$ cat src/rtl/arb_pkg.sv
// Shared sizes, FSM state encoding and helpers for the 4-way round-robin arbiter.
package arb_pkg;

    localparam int N_REQ  = 4;
    localparam int ID_W   = 2;
    localparam int HOLD_W = 8;

    typedef enum logic {
        ST_IDLE  = 1'b0,
        ST_OWNED = 1'b1
    } arb_state_e;

    function automatic logic [N_REQ-1:0] id_to_onehot(input logic [ID_W-1:0] id);
        logic [N_REQ-1:0] one;
        one     = '0;
        one[id] = 1'b1;
        return one;
    endfunction

endpackage

$ cat src/rtl/rr_pick.sv
// Combinational round-robin winner select: first set req bit strictly after last_id, wrapping.
module rr_pick
    import arb_pkg::*;
(
    input  logic [N_REQ-1:0] req,
    input  logic [ID_W-1:0]  last_id,
    output logic [N_REQ-1:0] win,
    output logic [ID_W-1:0]  win_id,
    output logic             any
);

    logic             found;
    logic [ID_W-1:0]  idx;

    always_comb begin
        found  = 1'b0;
        idx    = '0;
        win_id = '0;
        any    = |req;
        // ID_W-bit addition wraps 3 -> 0 for free.
        for (int k = 1; k <= N_REQ; k++) begin
            idx = last_id + ID_W'(k);
            if (!found && req[idx]) begin
                found  = 1'b1;
                win_id = idx;
            end
        end
        win = any ? id_to_onehot(win_id) : '0;
    end

endmodule

$ cat src/rtl/round_robin_arbiter_4.sv
// Four-requester round-robin arbiter with registered one-hot grant and MAX_HOLD revocation.
//
// state    | meaning
// ---------+--------------------------------------------------------------
// ST_IDLE  | no owner; grant is zero; any request is granted at next edge
// ST_OWNED | one requester holds grant; hold_cnt counts its owned cycles
module round_robin_arbiter_4
    import arb_pkg::*;
#(
    parameter int MAX_HOLD = 8
) (
    input  logic             clk,
    input  logic             rst_n,
    input  logic [N_REQ-1:0] req,
    output logic [N_REQ-1:0] grant,
    output logic [ID_W-1:0]  grant_id,
    output logic             busy,
    output logic             timeout
);

    localparam logic [HOLD_W-1:0] HOLD_LAST = HOLD_W'(MAX_HOLD - 1);
    localparam logic [HOLD_W-1:0] HOLD_SAT  = '1;

    arb_state_e        state_q, state_d;
    logic [N_REQ-1:0]  grant_q, grant_d;
    logic [ID_W-1:0]   grant_id_q, grant_id_d;
    logic              busy_q, busy_d;
    logic              timeout_q, timeout_d;
    logic [HOLD_W-1:0] hold_cnt_q, hold_cnt_d;
    logic [ID_W-1:0]   last_id_q, last_id_d;

    logic [N_REQ-1:0]  pick_win;
    logic [ID_W-1:0]   pick_id;
    logic              pick_any;

    rr_pick u_pick (
        .req     (req),
        .last_id (last_id_q),
        .win     (pick_win),
        .win_id  (pick_id),
        .any     (pick_any)
    );

    always_comb begin
        state_d    = state_q;
        grant_d    = grant_q;
        grant_id_d = grant_id_q;
        busy_d     = busy_q;
        timeout_d  = 1'b0;
        hold_cnt_d = hold_cnt_q;
        last_id_d  = last_id_q;

        case (state_q)
            ST_IDLE: begin
                grant_d    = '0;
                grant_id_d = '0;
                busy_d     = 1'b0;
                hold_cnt_d = '0;
                if (pick_any) begin
                    state_d    = ST_OWNED;
                    grant_d    = pick_win;
                    grant_id_d = pick_id;
                    busy_d     = 1'b1;
                    last_id_d  = pick_id;
                end
            end
            ST_OWNED: begin
                // Release is checked first so a drop on the expiry edge never pulses timeout.
                if (!req[grant_id_q] || (hold_cnt_q == HOLD_LAST)) begin
                    state_d    = ST_IDLE;
                    grant_d    = '0;
                    grant_id_d = '0;
                    busy_d     = 1'b0;
                    hold_cnt_d = '0;
                    timeout_d  = req[grant_id_q];
                end else if (hold_cnt_q != HOLD_SAT) begin
                    hold_cnt_d = hold_cnt_q + HOLD_W'(1);
                end
            end
            default: begin
                state_d    = ST_IDLE;
                grant_d    = '0;
                grant_id_d = '0;
                busy_d     = 1'b0;
                hold_cnt_d = '0;
            end
        endcase
    end

    always_ff @(posedge clk or negedge rst_n) begin
        if (!rst_n) begin
            state_q    <= ST_IDLE;
            grant_q    <= '0;
            grant_id_q <= '0;
            busy_q     <= 1'b0;
            timeout_q  <= 1'b0;
            hold_cnt_q <= '0;
            last_id_q  <= ID_W'(N_REQ - 1);
        end else begin
            state_q    <= state_d;
            grant_q    <= grant_d;
            grant_id_q <= grant_id_d;
            busy_q     <= busy_d;
            timeout_q  <= timeout_d;
            hold_cnt_q <= hold_cnt_d;
            last_id_q  <= last_id_d;
        end
    end

    assign grant    = grant_q;
    assign grant_id = grant_id_q;
    assign busy     = busy_q;
    assign timeout  = timeout_q;

endmodule

$ cat config.mk
export PLATFORM = sky130hd
export DESIGN_NAME = round_robin_arbiter_4
export DESIGN_NICKNAME = d
export VERILOG_FILES = /design/src/rtl/arb_pkg.sv /design/src/rtl/rr_pick.sv /design/src/rtl/round_robin_arbiter_4.sv
export SDC_FILE = /design/constraint.sdc
export NUM_CORES = 1
export LEC_CHECK = 0
export ABC_CLOCK_PERIOD_IN_PS = 4200
export CORE_MARGIN = 2
export CORE_UTILIZATION = 58
export CTS_BUF_LIST = sky130_fd_sc_hd__clkbuf_4
export DETAILED_ROUTE_END_ITERATION = 8
export PLACE_DENSITY_LB_ADDON = 0.25
export SYNTH_ARGS = -nofsm -noshare
export SYNTH_HDL_FRONTEND = slang
export SYNTH_SLANG_ARGS = --single-unit
$ cat constraint.sdc
create_clock -name clk -period 4.2 [get_ports clk]
set_input_delay 0.84 -clock clk [delete_from_list [all_inputs] [get_ports clk]]
set_output_delay 0.84 -clock clk [all_outputs]
set_load 0.02 [all_outputs]
==> out/metrics.yaml, run 1 <==
status:
  status: "complete, no violations"
yosys:
  ys_async_sr_fraction: 1.00
  yosysMostFrequentCell: "dfrtp_1"
  yosys-top-cells-count: "17 x dfrtp_1, 13 x nor2_1, 7 x nand2_1"
  synth_area_leaders: "dfrtp_1 46%, dfstp_2 5.7%, nor2_1 5.3%, a21o_1 4.1%, mux2i_1 3.3%"
  synth_area_um2: 923
  ys.flop_type: "dfrtp_1"
  ys_ff_latch: 19
  synth_top_area_frac: 0.461
  synth-edff-count: 0
  synth_nets: 92
  yosysWarnings: 0
  synth_cells: 85
  synth_top_area_cell: "dfrtp_1"
  yosysSeqAreaShare: 0.518
  synth.distinct_cells: 33
  avgSynthCellArea_um2: 10.9
clocking:
  clockRootBuffer: "clkbuf_4"
  post_cts_buffers: 0
  cts_buffers: 3
  clk_pin_slew_ps: 100
  cts_tree: "built"
  h-tree-depth: 1
  clockBufferDepth: 2
  cts_resized: 0
  cts.sinks: 19
  clkLatencyLatePin_ps: 290
  ctsHoldBuffers: 0
power_and_ir_drop:
  powerDensity_nw_per_um2: 602
  p_seq_frac: 0.443
  power_frac_clock: 0.136
  p_sw_frac: 0.374
  combPwrFrac: 0.421
  intPower_mw: 0.415
  p_leak_nw: 0.494
  switchingPower_mw: 0.248
  peakVddDrop_mv: 0.490
  power_mw: 0.663
sta:
  rsz0062_at_grt: "no"
  fin_ws_ps: 2030
  tns_ps: 0
  skew_ps: 6.56
  final.min_clock_period_ps: 2170
  fmax_mhz: 461
  holdWs_ps: 495
  hold_viol: 0
  tightest_slew_ps: 849
  setup_viol: 0
  drv_slew: 0
  period_share: 0.516
  slew_headroom: 0.432
placement:
  place_congestion: 0.760
  place_area_um2: 1070
  dp_slack_ps: 1710
  hpwlAfterDp_mm: 1.40
  dp.cells: 114
  numPortBuffers: 13
final_layout:
  diodes: 0
  num-fill-cells: 108
  regArea_um2: 478
  area_growth_pct: 19.2
  postLayoutCoreUtil: 0.731
  drive_gt1_frac: 0.127
  fin_area_um2: 1100
  final_cells: 118
  multiInputGateArea_um2: 438
  num-nets-final: 110
die:
  core_area_um2: 1510
  num_io_pins: 14
  die_w_um: 43.9
  die_area_um2: 1930
  start_util: 0.613
  num_rows: 14
  die_y_um: 43.9
worst_setup_path:
  cp_data_required_time_ps: 3360
  startpoint: "grant_id[1]$_DFFE_PN0P_"
  end_kind: "primary output"
  crit_fanout: 3
  crit_type: "reg2out"
  path_delay_family: "buffers and inverters"
  cp.arrival_ps: 1330
  max_stage_delay_ps: 630
  slowest_stage: "clkdlybuf4s50_1"
  critPathLaunchType: "register"
  cp_num_buf_inv: 1
  reg2reg_from: "hold_cnt_q[5]$_DFFE_PN0P_"
  path_cells: "clkdlybuf4s50_1"
grt:
  grt_usage: 0.221
  grt_pass1_vias: 655
  overflow: 0
  grt_max_degree: 20
  antenna_found_initial: 0
  grt_pass1_wl_mm: 3.02
hold_path:
  hold_path.startpoint: "busy$_DFFE_PN0P_"
  hold_path.class: "reg2reg"
routing:
  detail-route-antenna-nets: 0
  wl_per_cell_um: 15.9
  vias_per_cell: 6.25
  dr.pass1.iters: 4
  routed_wl_mm: 1.87
  drt_iter0_drc: 33
  drc: 0
  vias: 738
job:
  maxCapViolCount: 0
## kinds of logic after synthesis
family	Yosys count	synth area share
AOI/OAI and AO/OA	18	0.149
xor gates and xnor gates	2	0.0190
adders and majority gates	1	0.0135
buffers and inverters	2	0.00813
DFF	19	0.518
muxes	5	0.0691
and+or+nand+nor	38	0.224
## per-layer routing
layer,GRT usage,share of wire,vias up
li1,-,-,346
met1,0.330,0.45,362
met2,0.332,0.48,26
met3,0.0375,0.051,4
met4,0.0727,0.012,0
met5,0,0,-
## worst paths after layout
| check | end | slack, ps | cells past startpoint |
|---|---|---|---|
| min reg2reg | busy$_DFFE_PN0P_ | 490 | 1 |
| max | grant_id[1] | 2030 | 1 |
| max reg2reg | grant[3]$_DFFE_PN0P_ | 2340 | 4 |
| min | busy$_DFFE_PN0P_ | 490 | 1 |
| max in group asynchronous | grant_id[1]$_DFFE_PN0P_ | 2650 | 1 |
| min in group asynchronous | timeout$_DFF_PN0_ | 1020 | 1 |
## cell usage in the layout (no fill, tap or decap), types with 2 or more instances in the layout
| master | instances |
|---|---|
| dfrtp_1 | 17 |
| nor2_1 | 13 |
| clkdlybuf4s50_1 | 13 |
| nand2_1 | 7 |
| a21o_1 | 5 |
| nor3_1 | 4 |
| a21oi_1 | 3 |
| mux2i_1 | 3 |
| nand2b_1 | 3 |
| clkbuf_4 | 3 |
| inv_1 | 2 |
| nand3_1 | 2 |
| xor2_1 | 2 |
| a22o_1 | 2 |
| dfstp_2 | 2 |
## state kept, by name, summed over array words and instances, names as in the netlist
signal,cells
timeout,1
state_q,1
hold_cnt_q,8
grant,4
busy,1
last_id_q,2
grant_id,2
## power groups by stage
| stage | Clock (mW) | Combinational (mW) | Sequential, mW |
|---|---|---|---|
| 5_1_grt | 0.0994 | 0.305 | 0.303 |
| 2_1_floorplan | 0 | 0.143 | 0.324 |
| 3_3_place_gp | 0 | 0.273 | 0.293 |
| 3_5_place_dp | 0 | 0.279 | 0.297 |
| 4_1_cts | 0.0930 | 0.282 | 0.294 |
| 6_report | 0.0903 | 0.279 | 0.294 |
## final cells by class
type	count	share of cell area
sequential	19	0.434
multi-input combinational	64	0.398
timing repair buffer	13	0.118
clock buffer	3	0.0205
tap	16	0.0182
inverter	2	0.00682
clock inverter	1	0.00455
Power figures use the tool's default switching activity.
==> inputs of run 2 (changes only) <==
- ABC_CLOCK_PERIOD_IN_PS: 4200 -> 1800
- CORE_ASPECT_RATIO: not set -> 0.7
- CORE_UTILIZATION: 58 -> 49
- clock period: 4.2 -> 1.8 ns (I/O delays scaled with it)
==> out/metrics.yaml, run 2 (synthesized netlist as in run 1, its figures left out) <==
status:
  status: "complete, no violations"  # unchanged
sta:
  fin_ws_ps: 55.2  # was 2030 ps
  holdWs_ps: 372  # was 495 ps
  final.min_clock_period_ps: 1740
  tightest_slew_ps: 329  # was 849 ps
  fmax_mhz: 573
  tns_ps: 0  # unchanged
  rsz0062_at_grt: "yes"  # was no
  drv_slew: 0  # unchanged
  period_share: 0.969
  hold_viol: 0  # unchanged
  skew_ps: 13.7  # was 6.56 ps
  setup_viol: 0  # unchanged
  slew_headroom: 0.780  # was 0.432
worst_setup_path:
  reg2reg_from: "hold_cnt_q[4]$_DFFE_PN0P_"  # was hold_cnt_q[5]$_DFFE_PN0P_
  slowest_stage: "or4_1"  # was clkdlybuf4s50_1
  cp.arrival_ps: 1960  # was 1330 ps
  cp_data_required_time_ps: 2010  # was 3360 ps
  max_stage_delay_ps: 530  # was 630 ps
  critPathLaunchType: "register"  # unchanged
  crit_fanout: 6  # was 3
  startpoint: "hold_cnt_q[4]$_DFFE_PN0P_"  # was grant_id[1]$_DFFE_PN0P_
  path_cells: "or4_1, or3_4, nor2b_4, a22o_1"  # was clkdlybuf4s50_1
  cp_num_buf_inv: 0  # was 1
  crit_type: "reg2reg"  # was reg2out
  path_delay_family: "simple AND/OR/NAND/NOR gates"  # was buffers and inverters
  end_kind: "register"  # was primary output
placement:
  place_congestion: 0.800  # was 0.760
  dp_slack_ps: -61.4  # was 1710 ps
  numPortBuffers: 13  # unchanged
  place_area_um2: 1170  # was 1070 um^2
  hpwlAfterDp_mm: 1.58  # was 1.40 mm
grt:
  grt_pass1_wl_mm: 3.22  # was 3.02 mm
  grt_max_degree: 20  # unchanged
  overflow: 0  # unchanged
  grt_usage: 0.201  # was 0.221
  grt_pass1_vias: 692  # was 655
  antenna_found_initial: 0  # unchanged
power_and_ir_drop:
  p_sw_frac: 0.378  # was 0.374
  peakVddDrop_mv: 1.24  # was 0.490 mV
  p_leak_nw: 0.548  # was 0.494 nW
  combPwrFrac: 0.441  # was 0.421
  switchingPower_mw: 0.616  # was 0.248 mW
  intPower_mw: 1.01  # was 0.415 mW
  p_seq_frac: 0.423  # was 0.443
  powerDensity_nw_per_um2: 1360  # was 602 nW/um^2
  power_frac_clock: 0.136  # about the same
clocking:
  clkLatencyLatePin_ps: 310  # was 290 ps
  clk_pin_slew_ps: 120  # was 100 ps
  cts_tree: "built"  # unchanged
  clockBufferDepth: 2  # unchanged
  clockRootBuffer: "clkbuf_4"  # unchanged
  cts.sinks: 19  # unchanged
  cts_buffers: 3  # unchanged
  h-tree-depth: 1  # unchanged
  cts_resized: 0  # unchanged
die:
  core_area_um2: 1820  # was 1510 um^2
  num_io_pins: 14  # unchanged
  die_w_um: 55.9  # was 43.9 um
  start_util: 0.507  # was 0.613
  die_area_um2: 2250  # was 1930 um^2
  num_rows: 13  # was 14
  die_y_um: 40.3  # was 43.9 um
final_layout:
  largest_reg_flops: 8  # unchanged
  diodes: 0  # unchanged
  area_growth_pct: 30.1  # was 19.2%
  drive_gt1_frac: 0.219  # was 0.127
  fin_area_um2: 1200  # was 1100 um^2
  num-nets-final: 122  # was 110
  layout_common_cells: "17 x dfrtp_1, 13 x nor2_1, 13 x clkdlybuf4s50_1, 12 x buf_4, 7 x nand2_1"  # was 17 x dfrtp_1, 13 x nor2_1, 13 x clkdlybuf4s50_1, 7 x nand2_1, 5 x a21o_1
  final_common_cell: "dfrtp_1"  # unchanged
  regMostFlops: "hold_cnt_q"  # unchanged
routing:
  drc: 0  # unchanged
  detail-route-antenna-nets: 0  # unchanged
  vias_per_cell: 5.46  # was 6.25
  dr.pass1.iters: 4  # unchanged
  drt_iter0_drc: 17  # was 33
  wl_per_cell_um: 15.0  # was 15.9 um
  routed_wl_mm: 2.04  # was 1.87 mm
  vias: 742  # was 738
job:
  maxCapViolCount: 0  # unchanged
hold_path:
  hold_path.class: "in2async"  # was reg2reg
[run 2: changes by cell type in the layout (fill, tap and decap cells not counted)]
cell,previous run,this run
buf_4,0,12
clkinv_2,1,0
clkinvlp_4,0,1
[run 2: path summary, 6_finish.rpt]
kind,slack [ps],depth (start not counted),end
min in group clk,510,1,busy$_DFFE_PN0P_
min reg2reg,510,1,busy$_DFFE_PN0P_
max,60,4,grant[3]$_DFFE_PN0P_
max in group asynchronous,1160,2,last_id_q[1]$_DFFE_PN1P_
max reg2reg,60,4,grant[3]$_DFFE_PN0P_
min,370,2,grant[1]$_DFFE_PN0P_
[run 2: area by class of cell]
cell class	count	area (um^2)
multi-input combinational	64	438
sequential	19	478
clock inverter	1	7.51
timing repair buffer	25	220
tap	22	27.5
clock buffer	3	22.5
fill	139	621
inverter	2	7.51
[run 2: through the flow]
stage               cells  power, mW   util
finish                136       1.63  0.659
CTS                   136       1.64  0.659
detailed placement    132       1.41  0.643
global route          136       1.72  0.659
floorplan              85       1.09      -
global placement      132       1.39  0.643
[run 2: power by group through the flow]
stage | Clock [mW] | Sequential [mW] | Combinational (mW)
2_1_floorplan | 0 | 0.757 | 0.333
3_3_place_gp | 0 | 0.689 | 0.696
3_5_place_dp | 0 | 0.695 | 0.715
4_1_cts | 0.228 | 0.688 | 0.720
5_1_grt | 0.243 | 0.708 | 0.772
6_report | 0.221 | 0.689 | 0.718
[run 2: timing repair]
action,4_1_cts,5_1_grt
endpoints found under the setup margin,0,6
hold buffers,0,0
setup buffers,0,0
[run 2: per-layer routing]
layer	routed length [um]	vias to the layer above	global-route usage
li1	-	367	-
met1	1050	350	0.264
met2	854	17	0.310
met3	78	8	0.0613
met4	56	0	0.107
met5	0	-	0
==> inputs of run 3 (changes only) <==
- SKIP_LAST_GASP: not set -> 1
==> results of run 3 <==
Final layout, timing and power as in run 2 (identical DEF).
